`config.mk`:
```
export PLATFORM = sky130hd
export DESIGN_NAME = uart_wb_fifo
export DESIGN_NICKNAME = d
export VERILOG_FILES = /design/src/rtl/uart_pkg.sv /design/src/rtl/uart_sync_fifo.sv /design/src/rtl/uart_wb_fifo.sv
export SDC_FILE = /design/constraint.sdc
export NUM_CORES = 1
export LEC_CHECK = 0
export ABC_AREA = 1
export BUFFER_PORTS_ARGS = -buffer_cell sky130_fd_sc_hd__buf_2
export CORE_ASPECT_RATIO = 1.5
export CORE_UTILIZATION = 55
export DETAILED_ROUTE_END_ITERATION = 16
export MAX_ROUTING_LAYER = met4
export PLACE_DENSITY = 0.73
export SLEW_MARGIN = 20
export SYNTH_ARGS = -nofsm -noshare
export SYNTH_HDL_FRONTEND = slang
export SYNTH_SLANG_ARGS = --single-unit
```
`constraint.sdc`:
```
create_clock -name wb_clk_i -period 4 [get_ports wb_clk_i]
set_input_delay 1.2 -clock wb_clk_i [delete_from_list [all_inputs] [get_ports wb_clk_i]]
set_output_delay 1.2 -clock wb_clk_i [all_outputs]
set_load 0.05 [all_outputs]
```
`src/rtl/uart_pkg.sv`:
```
// uart_pkg: register map, STATUS bit positions and FSM state types shared by the UART macro.
package uart_pkg;
    localparam logic [2:0] REG_DATA = 3'd0, REG_STATUS = 3'd1, REG_CTRL = 3'd2, REG_PRESC = 3'd3, REG_IM = 3'd4;
    localparam int ST_TX_FULL = 0, ST_TX_EMPTY = 1, ST_RX_FULL = 2, ST_RX_EMPTY = 3;
    localparam int ST_OVR = 4, ST_FERR = 5, ST_TXDROP = 6;
    typedef enum logic [1:0] {TX_IDLE, TX_START, TX_DATA, TX_STOP} tx_state_t;
    typedef enum logic [1:0] {RX_IDLE, RX_START, RX_DATA, RX_STOP} rx_state_t;
endpackage

```
`src/rtl/uart_sync_fifo.sv`:
```
// uart_sync_fifo: first-word fall-through FIFO, 2^AW entries; full/empty derived from an AW+1 bit count.
module uart_sync_fifo #(
    parameter int WIDTH = 8,
    parameter int AW = 4
) (
    input  logic             clk,
    input  logic             rst,
    input  logic             push,
    input  logic             pop,
    input  logic [WIDTH-1:0] wdata,
    output logic [WIDTH-1:0] rdata,
    output logic             full,
    output logic             empty,
    output logic [AW:0]      count
);
    logic [WIDTH-1:0] mem [2**AW];
    logic [AW-1:0] wptr, rptr;
    logic do_push, do_pop;
    // A paired push/pop is accepted even at the boundaries, leaving count unchanged.
    assign do_push = push & (!full | pop);
    assign do_pop = pop & (!empty | push);
    assign full = count[AW];
    assign empty = count == '0;
    assign rdata = mem[rptr];
    always_ff @(posedge clk)
        if (do_push) mem[wptr] <= wdata;
    always_ff @(posedge clk or posedge rst)
        if (rst) begin
            wptr <= '0;
            rptr <= '0;
            count <= '0;
        end else begin
            wptr <= wptr + AW'(do_push);
            rptr <= rptr + AW'(do_pop);
            count <= count + (AW+1)'(do_push) - (AW+1)'(do_pop);
        end
endmodule

```
`src/rtl/uart_wb_fifo.sv`:
```
// uart_wb_fifo: Wishbone-slave 8N1 UART with TX/RX FIFOs, programmable prescaler,
// sticky W1C error flags and a registered maskable interrupt.
module uart_wb_fifo import uart_pkg::*; #(
    parameter logic [31:0] BASE_ADDR = 32'h3000_0000,
    parameter int FIFO_AW = 4,
    parameter logic [15:0] PRESC_RST = 16'd103
) (
    input  logic        wb_clk_i,
    input  logic        wb_rst_i,
    input  logic        wbs_cyc_i,
    input  logic        wbs_stb_i,
    input  logic        wbs_we_i,
    input  logic [3:0]  wbs_sel_i,
    input  logic [31:0] wbs_adr_i,
    input  logic [31:0] wbs_dat_i,
    output logic [31:0] wbs_dat_o,
    output logic        wbs_ack_o,
    input  logic        uart_rx,
    output logic        uart_tx,
    output logic [1:0]  io_oeb,
    output logic        uart_irq
);
    logic hit, wr, rd, w1c;
    logic [2:0] off;
    logic [1:0] ctrl;
    logic [15:0] presc, half_m1;
    logic [2:0] im;
    logic ovr, ferr, txdrop, ovr_set, ferr_set;
    logic [6:0] status;
    logic [31:0] rmux;
    logic tx_push, tx_pop, tx_full, tx_empty, rx_push, rx_pop, rx_full, rx_empty;
    logic [7:0] tx_rdata, rx_rdata;
    logic [FIFO_AW:0] tx_count, rx_count;
    tx_state_t tx_state, tx_next;
    rx_state_t rx_state, rx_next;
    logic [15:0] tx_cnt, rx_cnt;
    logic [2:0] tx_bit, rx_bit;
    logic [7:0] tx_sh, rx_sh;
    logic tx_tick, tx_go, rx_tick, rx_fall, rx_s1, rx_s2, rx_prev;
    logic unused;
    assign unused = ^{wbs_adr_i[7:5], wbs_adr_i[1:0], wbs_sel_i[3:1], wbs_dat_i[31:16], tx_count, rx_count};
    assign io_oeb = 2'b01;
    // The master holds its request through the ack cycle, so side effects use the live bus inputs.
    assign off = wbs_adr_i[4:2];
    assign hit = wbs_cyc_i & wbs_stb_i & (wbs_adr_i[31:8] == BASE_ADDR[31:8]);
    assign wr = wbs_ack_o & wbs_we_i;
    assign rd = wbs_ack_o & !wbs_we_i;
    assign w1c = wr & (off == REG_STATUS);
    assign tx_push = wr & (off == REG_DATA) & wbs_sel_i[0];
    assign rx_pop = rd & (off == REG_DATA) & !rx_empty;
    always_comb begin
        status = '0;
        status[ST_TX_FULL] = tx_full;
        status[ST_TX_EMPTY] = tx_empty;
        status[ST_RX_FULL] = rx_full;
        status[ST_RX_EMPTY] = rx_empty;
        status[ST_OVR] = ovr;
        status[ST_FERR] = ferr;
        status[ST_TXDROP] = txdrop;
    end
    assign rmux = off == REG_DATA ? {24'b0, rx_empty ? 8'h00 : rx_rdata} :
                  off == REG_STATUS ? {25'b0, status} :
                  off == REG_CTRL ? {30'b0, ctrl} :
                  off == REG_PRESC ? {16'b0, presc} :
                  off == REG_IM ? {29'b0, im} : 32'b0;
    assign wbs_dat_o = wbs_ack_o ? rmux : 32'b0;
    always_ff @(posedge wb_clk_i or posedge wb_rst_i)
        if (wb_rst_i) begin
            wbs_ack_o <= 1'b0;
            ctrl <= '0;
            presc <= PRESC_RST;
            im <= '0;
            ovr <= 1'b0;
            ferr <= 1'b0;
            txdrop <= 1'b0;
            uart_irq <= 1'b0;
        end else begin
            wbs_ack_o <= hit & !wbs_ack_o;
            if (wr && off == REG_CTRL) ctrl <= wbs_dat_i[1:0];
            if (wr && off == REG_PRESC) presc <= wbs_dat_i[15:0];
            if (wr && off == REG_IM) im <= wbs_dat_i[2:0];
            ovr <= ovr_set | (ovr & !(w1c & wbs_dat_i[ST_OVR]));
            ferr <= ferr_set | (ferr & !(w1c & wbs_dat_i[ST_FERR]));
            txdrop <= (tx_push & tx_full & !tx_pop) | (txdrop & !(w1c & wbs_dat_i[ST_TXDROP]));
            uart_irq <= |(im & {ovr | ferr | txdrop, tx_empty, !rx_empty});
        end
    uart_sync_fifo #(.WIDTH(8), .AW(FIFO_AW)) tx_fifo (
        .clk(wb_clk_i), .rst(wb_rst_i), .push(tx_push), .pop(tx_pop), .wdata(wbs_dat_i[7:0]),
        .rdata(tx_rdata), .full(tx_full), .empty(tx_empty), .count(tx_count)
    );
    uart_sync_fifo #(.WIDTH(8), .AW(FIFO_AW)) rx_fifo (
        .clk(wb_clk_i), .rst(wb_rst_i), .push(rx_push), .pop(rx_pop), .wdata(rx_sh),
        .rdata(rx_rdata), .full(rx_full), .empty(rx_empty), .count(rx_count)
    );
    assign tx_tick = tx_cnt == 16'd0;
    assign tx_go = ctrl[0] & !tx_empty;
    always_comb begin
        tx_next = tx_state;
        tx_pop = 1'b0;
        case (tx_state)
            TX_IDLE: begin
                tx_next = tx_go ? TX_START : TX_IDLE;
                tx_pop = tx_go;
            end
            TX_START: tx_next = tx_tick ? TX_DATA : TX_START;
            TX_DATA: tx_next = (tx_tick && tx_bit == 3'd7) ? TX_STOP : TX_DATA;
            TX_STOP: begin
                tx_next = !tx_tick ? TX_STOP : tx_go ? TX_START : TX_IDLE;
                tx_pop = tx_tick & tx_go;
            end
            default: tx_next = TX_IDLE;
        endcase
    end
    assign uart_tx = tx_state == TX_START ? 1'b0 : tx_state == TX_DATA ? tx_sh[0] : 1'b1;
    always_ff @(posedge wb_clk_i or posedge wb_rst_i)
        if (wb_rst_i) begin
            tx_state <= TX_IDLE;
            tx_cnt <= '0;
            tx_bit <= '0;
            tx_sh <= '0;
        end else begin
            tx_state <= tx_next;
            if (tx_pop) begin
                tx_sh <= tx_rdata;
                tx_cnt <= presc;
                tx_bit <= 3'd0;
            end else if (tx_state != TX_IDLE) begin
                tx_cnt <= tx_tick ? presc : tx_cnt - 16'd1;
                if (tx_tick && tx_state == TX_DATA) begin
                    tx_sh <= tx_sh >> 1;
                    tx_bit <= tx_bit + 3'd1;
                end
            end
        end
    // Half-bit wait of (PRESC+1)>>1 clocks, counted down to zero.
    assign half_m1 = {1'b0, presc[15:1]} + {15'b0, presc[0]} - 16'd1;
    assign rx_tick = rx_cnt == 16'd0;
    assign rx_fall = rx_prev & !rx_s2;
    always_comb begin
        rx_next = rx_state;
        rx_push = 1'b0;
        ovr_set = 1'b0;
        ferr_set = 1'b0;
        case (rx_state)
            RX_IDLE: rx_next = (ctrl[1] && rx_fall) ? RX_START : RX_IDLE;
            RX_START: rx_next = !rx_tick ? RX_START : rx_s2 ? RX_IDLE : RX_DATA;
            RX_DATA: rx_next = (rx_tick && rx_bit == 3'd7) ? RX_STOP : RX_DATA;
            RX_STOP: begin
                rx_next = rx_tick ? RX_IDLE : RX_STOP;
                rx_push = rx_tick & rx_s2 & !rx_full;
                ovr_set = rx_tick & rx_s2 & rx_full;
                ferr_set = rx_tick & !rx_s2;
            end
            default: rx_next = RX_IDLE;
        endcase
    end
    always_ff @(posedge wb_clk_i or posedge wb_rst_i)
        if (wb_rst_i) begin
            rx_s1 <= 1'b1;
            rx_s2 <= 1'b1;
            rx_prev <= 1'b1;
            rx_state <= RX_IDLE;
            rx_cnt <= '0;
            rx_bit <= '0;
            rx_sh <= '0;
        end else begin
            rx_s1 <= uart_rx;
            rx_s2 <= rx_s1;
            rx_prev <= rx_s2;
            rx_state <= rx_next;
            if (rx_state == RX_IDLE) begin
                rx_cnt <= half_m1;
                rx_bit <= 3'd0;
            end else begin
                rx_cnt <= rx_tick ? presc : rx_cnt - 16'd1;
                if (rx_tick && rx_state == RX_DATA) begin
                    rx_sh <= {rx_s2, rx_sh[7:1]};
                    rx_bit <= rx_bit + 3'd1;
                end
            end
        end
endmodule

```
# Word level (Yosys, flattened, before mapping)
# Memory sizes are Yosys's and may differ from the RTL's.
# Index checks and enable logic that the tools add are counted.
# W data, S select, Z words.
[totals] reg_bits=113 ramBits=256 out_inout_bits=37 memories=2
[classes] addsub=14 eq_ne=13 n_mux=41 n_bitwise=40 reduce_logical=33
[mem_list] memory="rx_fifo.mem" depth=16 word_bits=8 read_ports=1 rd_clocked_by_memory_dff=0 wr=1 line_no="uart_sync_fifo.sv:16" text="logic [WIDTH-1:0] mem [2**AW];"
[mem_list] memory="tx_fifo.mem" depth=16 word_bits=8 read_ports=1 rd_clocked_by_memory_dff=0 wr=1 line_no="uart_sync_fifo.sv:16"
[ops] cell="$mux W16" count=10
[ops] cell="$sub A16 B1 Y16 const B" count=3
[ops] cell="$logic_not A16 Y1" count=2
[ops] cell="$mux W8" count=4
[ops] cell="$and A1 B1 Y1" count=29
[ops] cell="$eq A24 B22 Y1 const B" count=1
[ops] cell="$mux W3" count=6
[ops] cell="$add A15 B1 Y16" count=1
[ops] cell="$add A4 B1 Y4" count=4
[ops] cell="$pmux W2 S4" count=2
[ops] cell="$mux W1" count=13
[ops] cell="$logic_not A1 Y1" count=11
[ops] cell="$add A5 B1 Y5" count=2
[ops] cell="$logic_not A5 Y1" count=2
[ops] cell="$mux W2" count=5
[ops] cell="$sub A5 B1 Y5" count=2
[ops] cell="$eq A3 B3 Y1 const B" count=3
[ops] cell="$or A1 B1 Y1" count=9
[ops] cell="$eq A2 B2 Y1 const B" count=4
[ops] cell="$logic_and A1 B1 Y1" count=8
[ops] cell="$reduce_bool A2 Y1" count=4
[ops] cell="$add A3 B1 Y3 const B" count=2
[ops] cell="$eq A3 B2 Y1 const B" count=2
[ops] cell="$eq A2 B1 Y1 const B" count=2
[ops] cell="other kinds (8)" count=10

# Logic depth before layout (Yosys ltp)
[depth] word_depth=9 ltp_mapped=17

# Hierarchy
# From an unflattened synthesis, not the netlist that was laid out.
[unflattened] cells_unflattened=2033 hier_area_um2=18361.4
[by_module_without_submodules] mod="uart_sync_fifo" instances=2 cells_each=603 area_each_um2=6268.5 seq_area_each_um2=4169.0
[by_module_without_submodules] mod="uart_wb_fifo" instances=1 cells_each=827 area_each_um2=5824.3 seq_area_each_um2=2187.1

# Worst setup path before layout
# No wires, ideal clock.
[synth_path] kind="input-to-output" startpoint="input port wbs_adr_i[3]" endpoint="output port wbs_dat_o[5]" arrival_ps=2844 path_slack_ps=-44 stages=6 cell_sequence="nor2_1 > nand2_1 > nor2_1 > inv_1 > nand2_1 > a21boi_0"
[synth_via] elab_chain_len=6
[synth_lines] element="start: declaration" line_no="uart_wb_fifo.sv:14" text="input logic [31:0] wbs_adr_i,"
[synth_lines] element="$eq A3 B2 Y1" line_no="uart_wb_fifo.sv:64" text="off == REG_PRESC ? {16'b0, presc} :"
[synth_lines] element="$mux W16" line_no="uart_wb_fifo.sv:64"
[synth_lines] element="$mux W16" line_no="uart_wb_fifo.sv:63" text="off == REG_CTRL ? {30'b0, ctrl} :"
[synth_lines] element="$mux W16" line_no="uart_wb_fifo.sv:62" text="off == REG_STATUS ? {25'b0, status} :"
[synth_lines] element="$mux W16 (*)" line_no="uart_wb_fifo.sv:61" text="assign rmux = off == REG_DATA ? {24'b0, rx_empty ? 8'h00 : rx_rdata} :"
[synth_lines] element="$mux W16 (*)" line_no="uart_wb_fifo.sv:66" text="assign wbs_dat_o = wbs_ack_o ? rmux : 32'b0;"
[synth_lines] element="end: declaration" line_no="uart_wb_fifo.sv:16" text="output logic [31:0] wbs_dat_o,"
# Mark *: on every way between the ends. The rest lies on a longest branch, timed or not.

# Final worst setup path
[layout_path] startpoint="register rx_fifo.rptr[0]" endpoint="output port wbs_dat_o[7]"
[layout_via] elab_chain_len=4
[layout_lines] element="start: declaration" line_no="uart_sync_fifo.sv:17" text="logic [AW-1:0] wptr, rptr;"
[layout_lines] element="start signal: assignment" line_no="uart_sync_fifo.sv:34" text="rptr <= rptr + AW'(do_pop);"
[layout_lines] element="$mem_v2 Z16 W8"
[layout_lines] element="$mux W8" line_no="uart_wb_fifo.sv:61"
[layout_lines] element="$mux W16" line_no="uart_wb_fifo.sv:61"
[layout_lines] element="$mux W16" line_no="uart_wb_fifo.sv:66"
# No other way between the ends.

==> results.cfg <==
[drt]
dr.first_iter.drc_count = 976
via_per_inst = 5.536
ant_nets = 0
drtPass1Iterations = 5
wl_per_cell_um = 17.55
drc = 0
routed_wirelength_um = 39950
vias = 12601

[clocking]
clock-root-buffer = clkbuf_16
numCtsBuffers = 35
clk_transition_reported_paths_ns = 0.06
cts-hold-fix-buffers = 0
clk_latency_ns = 0.53
h-tree-depth = 2
clk_path_buf_depth = 3
clock_sinks = 369
cts_tree = yes

[synth]
syn_inst = 1782
ys_ff_latch = 369
synth_cell_types = 46
synthFlopType = edfxtp_1
yosys.area.top_type_share = 0.4425
avgSynthCellArea_um2 = 9.748
yosys_warnings = 0
synth_top_area_cell = edfxtp_1
syn_area_um2 = 17370
synth_edf_count = 256
seq_area_frac_synth = 0.6059
synth.area.top_cells = edfxtp_1, dfrtp_1, nand2_1
async_flop_share = 0.3062

[timing]
skew_ns = 0.01221
fin_crit_ns = 3.834
timing.final.crit_share = 0.9586
whs_ns = 0.3578
max_freq_mhz = 260.8
finalSetupViolCount = 0
relSlewSlack = 0.4148
worst_pin_slew_ns = 0.8778
slew_violations = 0
hold_violations = 0
rsz0062_at_grt = true

[placed_design]
dp.cells = 2215
routabilityCongestion = 0.9298
dpl_cell_area_um2 = 18090
dpl.hpwl_um = 26430
numPortBuffers = 68

[global_route]
track_usage = 0.2597
antenna_found_initial = 0
grt_pass1_wl_um = 63130
grt_overflow = 0
grt_start_max_net_pins = 105
grt_pass1_vias = 11980

[floorplanning]
start_util = 0.5597
die-area_um2 = 32310
core_area_um2 = 31040
ios = 111
die_x_um = 147.1
chipHeight_um = 219.7
rows = 79

[power]
p_leak_nw = 7.926
power.clock.fraction = 0.435
p_int_mw = 5.931
combPwrFrac = 0.018
swShare = 0.2036
seqPwrFrac = 0.547
peakVddDrop_mv = 0.3685
power_density_nw_per_um2 = 387.8
p_sw_mw = 1.517
power_mw = 7.447

[layout]
final_nets = 1957
antenna_cells = 0
final_util = 0.6188
stdcell_count = 2276
stdcell_area_um2 = 19210
fill_cells = 2552
syn2layout_area_growth_pct = 10.56
drive_gt1_frac = 0.1133

[worst_setup_path]
worst_setup_path_end_kind = output pin
slowest_delay_ns = 0.59
critPathRequiredTime_ns = 2.80
crit_chain = buf_6 > nor2_1 > nor2_1 > o21ai_0 > nand3_1 > nand2_1 > nand2_1 > nand3_1 > a21oi_1 > buf_2
start_kind = flop
cp_max_fo = 31
critPathKind = flop to output pin
cp_slowest_cell = dfrtp_4
critical_path_arrival_ns = 2.63

[run]
cap_viol_max_count = 0

[hold_path]
worstHoldPathType = flop to flop

[outcome]
status = finished, final reports clean
critical path, delay by kind of cell, from the launching register on:
kind | cells | cell delay, ns
AND/OR/NAND/NOR | 6 | 0.60
flip-flops | 1 | 0.59
buffers and inverters | 2 | 0.58
AO/OA/AOI/OAI | 2 | 0.31
per-layer routing:
| layer | wire length [um] | track usage | share of wire |
|---|---|---|---|
| met5 | 0 | - | 0 |
| met4 | 1041 | 0.08660 | 0.026 |
| met3 | 2045 | 0.03251 | 0.051 |
| met2 | 20960 | 0.4539 | 0.52 |
| met1 | 15910 | 0.3111 | 0.40 |
final cells by class:
class                   count  area (um^2)  area share
flip-flops and latches    369        10530      0.5482
multi-input cells        1211         5939      0.3093
clock buffers              40        904.6     0.04710
repair buffers            105        649.4     0.03381
well taps                 405        506.7     0.02638
inverters                 125        475.5     0.02476
clock inverters            21        201.4     0.01049
synthesized netlist by cell type, types with 3 or more instances:
cell and instances:
dfrtp_1 105, nor2_2 7, a21oi_1 43, buf_6 3, ha_1 34, nand4_2 7, xor2_1 25, o21ai_0 198
inv_1 115, nand2_2 4, nand2_1 326, buf_2 31, dfstp_2 8, mux2_2 4, nor2_1 320, xnor2_1 7
nor3b_1 3, o211ai_1 19, nand3_1 125, nor4_1 5, mux2_4 4, buf_4 23, nor2_4 4, nand4_1 8
o22ai_1 4, nor3_1 6, inv_2 8, edfxtp_1 256, clkbuf_1 34, o21ai_1 21
final timing paths:
check | startpoint | end | slack, ns | cells after the start
max | rx_fifo.rptr[0] | wbs_dat_o[7] | 0.17 | 10
min | rx_s1 | rx_s2 | 0.36 | 0
max reg2reg | rx_fifo.count[4] | rx_fifo.count[4] | 0.67 | 12
min reg2reg | rx_s1 | rx_s2 | 0.36 | 0
max in group asynchronous | wb_rst_i | rx_cnt[14] | 2.50 | 3
min in group asynchronous | wb_rst_i | wbs_ack_o | 0.64 | 2
sequential cells by signal, summed over array words and instances, names as in the netlist, 2 cells and up:
name	cells
presc	16
im	3
tx_cnt	16
tx_bit	3
tx_fifo.wptr	4
rx_fifo.mem	128
rx_cnt	16
tx_fifo.mem	128
tx_fifo.rptr	4
tx_state	2
tx_fifo.count	5
rx_sh	8
rx_state	2
rx_fifo.rptr	4
ctrl	2
rx_bit	3
rx_fifo.wptr	4
tx_sh	8
rx_fifo.count	5
placed cells by master, fill, tap and decap left out, types with 8 or more instances in the layout:
cell type	count
dfrtp_1	104
conb_1	18
inv_1	114
a21oi_1	43
nand2_1	326
o21ai_1	21
ha_1	34
dfstp_2	8
nor2_1	320
xor2_1	25
nand4_1	8
nand3_1	125
clkbuf_16	35
o21ai_0	198
edfxtp_1	256
buf_4	34
buf_2	67
o211ai_1	19
cell families (layout without fill, tap and decap cells):
logic type               count (synthesis)  count (layout)  share of synthesized area
flip-flops                             369             369                     0.6059
AO/OA/AOI/OAI                          293             293                    0.08866
multiplexers                             8               8                   0.006050
AND/OR/NAND/NOR                        824             824                     0.2004
other                                    2              18                  0.0004323
XOR/XNOR                                32              32                    0.01613
buffers and inverters                  218             291                    0.05568
adder cells (fa/ha/maj)                 36              36                    0.02679
stage by stage:
stage / setup slack, ns / setup TNS (ns)
2_1_floorplan: 0.1354 / 0
3_3_place_gp: 0.2622 / 0
3_5_place_dp: 0.2161 / 0
4_1_cts: 0.004364 / 0
5_1_grt: -0.008572 / -0.01645
6_report: 0.1656 / 0
timing repair:
item	CTS	global route
resized for setup	0	5
endpoints found under the hold margin	0	0
setup buffers	0	0
setup endpoints to repair	0	8
power by group through the flow:
stage	Sequential (mW)	Clock, mW	Combinational (mW)
after floorplan	4.15	0	0.0812
after global placement	4.15	0	0.130
after detailed placement	4.15	0	0.133
after CTS	4.07	3.29	0.133
after global routing	4.07	3.42	0.145
final	4.07	3.24	0.132
Note: power is estimated with default switching activity, not from simulation.
